==> src/rtl/micromips_pkg.sv <==
// micromips_pkg: shared state encoding, bus timeout limit and load/store opcodes
package micromips_pkg;
  typedef enum logic {IDLE, REQ} state_t;
  localparam int TIMEOUT = 16;
  localparam logic [5:0] LW = 6'b100011;
  localparam logic [5:0] SW = 6'b101011;
endpackage

==> src/rtl/micromips_mem_ir_unit.sv <==
// micromips_mem_ir_unit: single-port memory bus master feeding IR (fetch) or MDR (load),
// with misaligned-address rejection and a no-ack timeout
module micromips_mem_ir_unit
  import micromips_pkg::*;
(
  input  logic        clk,
  input  logic        reset,
  input  logic        MemRead,
  input  logic        MemWrite,
  input  logic        irwrite,
  input  logic        instdata,
  input  logic [31:0] pc,
  input  logic [31:0] alu_addr,
  input  logic [31:0] wdata,
  output logic        mem_req,
  output logic        mem_we,
  output logic [31:0] mem_addr,
  output logic [31:0] mem_wdata,
  input  logic [31:0] mem_rdata,
  input  logic        mem_ack,
  output logic [31:0] ir,
  output logic [5:0]  opcode,
  output logic [5:0]  funct,
  output logic [31:0] mdr,
  output logic        mem_busy,
  output logic        addr_err,
  output logic        timeout_err
);
  state_t state, state_nx;
  logic [4:0] cnt;
  logic [31:0] addr;
  logic dest, start, misal, done, tmo;
  always_comb begin
    addr     = instdata ? alu_addr : pc;
    misal    = addr[1:0] != 2'b00;
    start    = (state == IDLE) && (MemRead || MemWrite);
    done     = (state == REQ) && mem_ack;
    tmo      = (state == REQ) && !mem_ack && (cnt == 5'(TIMEOUT - 1));
    state_nx = (start && !misal) ? REQ : (done || tmo) ? IDLE : state;
  end
  always_ff @(posedge clk or negedge reset)
    if (!reset) state <= IDLE;
    else state <= state_nx;
  always_ff @(posedge clk or negedge reset) begin
    if (!reset) begin
      mem_we      <= 1'b0;
      mem_addr    <= '0;
      mem_wdata   <= '0;
      ir          <= '0;
      mdr         <= '0;
      cnt         <= '0;
      dest        <= 1'b0;
      addr_err    <= 1'b0;
      timeout_err <= 1'b0;
    end else begin
      addr_err    <= start && misal;
      timeout_err <= tmo;
      if (start && !misal) begin
        mem_addr  <= addr;
        mem_wdata <= wdata;
        mem_we    <= MemWrite;
        dest      <= irwrite & ~instdata;
        cnt       <= '0;
      end
      if (state == REQ && !mem_ack) cnt <= cnt + 5'd1;
      if (done && !mem_we && dest) ir <= mem_rdata;
      if (done && !mem_we && !dest) mdr <= mem_rdata;
    end
  end
  assign mem_req  = state == REQ;
  assign mem_busy = state == REQ;
  assign opcode   = ir[31:26];
  assign funct    = ir[5:0];
endmodule
==> config.mk <==
export PLATFORM = sky130hd
export DESIGN_NAME = micromips_mem_ir_unit
export DESIGN_NICKNAME = d
export VERILOG_FILES = /design/src/rtl/micromips_pkg.sv /design/src/rtl/micromips_mem_ir_unit.sv
export SDC_FILE = /design/constraint.sdc
export NUM_CORES = 1
export LEC_CHECK = 0
export CAP_MARGIN = 5
export CELL_PAD_IN_SITES_DETAIL_PLACEMENT = 1
export CELL_PAD_IN_SITES_GLOBAL_PLACEMENT = 2
export CORE_MARGIN = 4
export CORE_UTILIZATION = 27
export DETAILED_ROUTE_END_ITERATION = 7
export PLACE_DENSITY = 0.78
export SLEW_MARGIN = 20
export SYNTH_ARGS = -nofsm -noshare
export SYNTH_HDL_FRONTEND = slang
export SYNTH_SLANG_ARGS = --single-unit
export TNS_END_PERCENT = 30
==> constraint.sdc <==
create_clock -name clk -period 1.94 [get_ports clk]
set_input_delay 0.291 -clock clk [delete_from_list [all_inputs] [get_ports clk]]
set_output_delay 0.291 -clock clk [all_outputs]
set_load 0.1 [all_outputs]
* After elaboration in Yosys (flattened, before gate mapping) *
Index checks and enable logic that the tools add are counted.

word-level totals
  logic and storage cells = 38
  bits in registers = 138
  input bits = 135
  output and inout port bits = 145

operators by class
  $add $sub $neg = 1
  reduce and logical (&&, ||, !) cells = 18
  bitwise operators = 3
  mux-type cells = 5
  equal/unequal tests = 1

operator list
  operator               number
  $mux W32               1
  $mux W5                2
  $logic_and A1 B1 Y1    9
  $reduce_bool A2 Y1     3
  $add A5 B1 Y5 const B  1
  $eq A5 B4 Y1 const B   1
  $logic_not A1 Y1       4
  $logic_or A1 B1 Y1     2
  $mux W1                2
  $not A1 Y1             2
  $and A1 B1 Y1          1

* Depth between registers and ports, before layout *
  depth in word-level cells = 6
  mapped depth = 6
  depth with buffers taken out = 4

* Worst setup path before layout *
Ideal clock, no wire load.

  path kind = register -> register
  from = register state (netlist: mem_busy)
  to = register mdr[10]
  required time = 1.815 ns
  clock period less this slack = 2.075 ns
  library setup time = 0.125 ns
  cell stages (with the launch flop) = 5
  buffers on the path = 1
  arrival = 1.949 ns
  path slack = -0.135 ns
  path through = dfrtp_1 > nand2_1 > nor3_2 > buf_2 > mux2_2

on the way
  word-level cells in the longest chain between the ends = 3

RTL lines
  what                              RTL line                     RTL
  from (decl)                       micromips_mem_ir_unit.sv:29  state_t state, state_nx;
  from (signal assigned)            micromips_mem_ir_unit.sv:43  else state <= state_nx;
  $logic_and A1 B1 Y1               micromips_mem_ir_unit.sv:37  done = (state == REQ) && mem_ack;
  $logic_and A1 B1 Y1 (2 in a row)  micromips_mem_ir_unit.sv:67  if (done && !mem_we && !dest) mdr <= mem_rdata;
  to (signal assigned)              micromips_mem_ir_unit.sv:67
  to (decl)                         micromips_mem_ir_unit.sv:24  output logic [31:0] mdr,

No other way between the ends.
A chain may end at the register's enable or synchronous reset.

* Worst setup path in the final report *
  from = register state (netlist: mem_busy)
  to = register ir[12]

on the way
  word-level cells in the longest chain between the ends = 3

RTL lines
  what                              RTL line                     RTL
  $logic_and A1 B1 Y1               micromips_mem_ir_unit.sv:37
  $logic_and A1 B1 Y1 (2 in a row)  micromips_mem_ir_unit.sv:66  if (done && !mem_we && dest) ir <= mem_rdata;
  to (signal assigned)              micromips_mem_ir_unit.sv:66
  to (decl)                         micromips_mem_ir_unit.sv:21  output logic [31:0] ir,

No other way between the ends.

==> out/metrics.cfg <==
[run_status]
outcome=completed

[routing]
drt_pass1_iterations=3
drt_iter0_markers=83
antenna_left=0
drc=0
num_vias=4048
wl_per_cell_um=17.8
routed_wl_mm=16.7
drt-vias-per-instance=4.31

[final_layout]
final_core_util_pct=42.7
diodes=0
fin_nets=786
flow.area_growth_from_synthesis_pct=56.2
drive_gt1_share_pct=53.0
final_common_cell=buf_4
final_cell_mix=buf_4, dfrtp_1, clkdlybuf4s50_1

[clock_tree]
hold_buffers=1
clockRootBuffer=clkbuf_16
cts_tree=done
clock-sinks=138
htreeDepth=4
cts_buffer_depth=2
cts_buffers=17
post_cts_buffers=0
post_cts_resized=0
path_clk_slew_ns=0.06
clock_latency_ns=0.41

[sta]
fmax_mhz=616
finalSetupViolCount=0
hold_ws_ns=0.275
tightest_slew_ns=0.469
report.final.slew_viol_count=0
clock_skew_ns=0.00590
tns_ns=0
final_hold_viol_count=0
period_minus_slack_ns=1.62
rsz0062_at_grt=false
relSlewSlack_pct=68.7
post-route-period-util_pct=83.7

[critical_path]
endpoint_kind=register
r2r-end=ir[12]
critPathLaunchType=register
regToRegSetupSlack_ns=0.32
critPathKind=reg2reg
r2r-start=mem_busy
required_ns=2.23
path_max_fanout=30
critPathArrivalTime_ns=1.91
reg2reg_depth=4

[synthesis]
synth.cell_area_sq_um=5940
ys_seq_elements=138
synthArstFlopShare_pct=100
synth.avg_cell_area_sq_um=16.3
synth.distinct_cells=28
seq_area_frac_synth_pct=58.1
synthFlopType=dfrtp_1
synth_edf_count=0
synth_nets=502
synth_cells=365
ys_warn_count=0

[global_routing]
grt_busiest_layer=met2
met3_usage_pct=5.25
antenna_found_initial=0
grt_pass1_vias=4587
grt_pass1_wl_mm=25.2
overflow=0
track_usage_pct=13.3
use_met2_pct=21.7
met1_usage_pct=16.1
grt_max_degree=48

[floorplan]
fp-row-count=54
die_h_um=156
die-area_sq_um=24400
start_util_pct=27.3
fp.dieW_um=156
core_sq_um=21800
io_pins=280

[place]
io_buffers=279
place_congestion=0.752
dp_hpwl_mm=13.0

[run]
maxCapViolCount=0

[hold_path]
holdPathStages=3
hold_path.class=in2reg
min_from=instdata
hold_end=addr_err

[Yosys cell counts, types with 2 or more instances]
cell type	n	area [sq um]
buf_2	7	35.0
buf_4	13	97.6
nand3_1	2	10.0
o21ai_1	3	15.0
nand2b_1	2	12.5
mux2_4	62	931
nand2_1	7	26.3
nor2b_1	6	37.5
clkbuf_1	3	11.3
ha_1	2	25.0
dfrtp_1	138	3450
mux2_2	90	1010
nor3_2	2	20.0
o21bai_1	2	15.0
buf_6	8	90.1
mux2_1	6	67.6
[per-layer routing]
layer  routed length, um  up-vias
li1                    -     1847
met1                6840     1983
met2                8060      198
met3                1560       20
met4                 280        0
met5                   0        -
[state kept, by name, indices dropped and copies added (netlist names)]
register     flops
addr_err         1
cnt              5
mem_addr        32
dest             1
ir              32
timeout_err      1
mem_busy         1
mem_we           1
mem_wdata       32
mdr             32
[logic make-up (layout without fill, tap and decap cells)]
kind of cell / count (synthesis) / in the layout / share of synthesized area, %
adders and majority gates: 2 / 2 / 0.421
buffers and inverters: 33 / 328 / 4.06
DFF: 138 / 138 / 58.1
AOI/OAI and AO/OA: 9 / 9 / 0.990
muxes: 158 / 158 / 33.9
and+or+nand+nor: 25 / 25 / 2.55
[layout make-up]
type	instances	area (sq um)
Inverter	1	3.75
Fill cell	2227	12500
Multi-Input combinational cell	194	2260
Sequential cell	138	3450
Timing Repair Buffer	297	2650
Clock buffer	21	470
Clock inverter	9	91.3
Tap cell	280	350
[per-stage QoR]
| step | setup WS [ns] | instances | cell area (sq um) |
|---|---|---|---|
| 5_1_grt | 0.231 | 940 | 9280 |
| 4_1_cts | 0.296 | 940 | 9280 |
| 6_report | 0.317 | 940 | 9280 |
| 3_5_place_dp | -0.0367 | 909 | 8710 |
| 3_3_place_gp | -0.0217 | 909 | 8710 |
| 2_1_floorplan | 0.0258 | 365 | 5940 |
[worst max-delay path, cell delays in order, from the launching register on]
cell	delay (ns)
dfrtp_2	0.40
buf_4	0.16
nand4b_1	0.12
buf_4	0.40
mux2_2	0.40
[worst max-delay path by stage]
| stage | cells after the start | slack [ns] | startpoint | to |
|---|---|---|---|---|
| after floorplan | 3 | 0.03 | mem_we | ir[1] |
| after global placement | 5 | -0.02 | alu_addr[0] | mem_wdata[1] |
| after detailed placement | 5 | -0.04 | alu_addr[0] | mem_wdata[1] |
| after CTS | 3 | 0.30 | mem_we | ir[12] |
| after global routing | 4 | 0.23 | mem_busy | ir[12] |
| final | 4 | 0.32 | mem_busy | ir[12] |
Power is left out: the tool's default activity adds up to more than one toggle a clock period on the data nets, which glitch-free logic cannot reach.
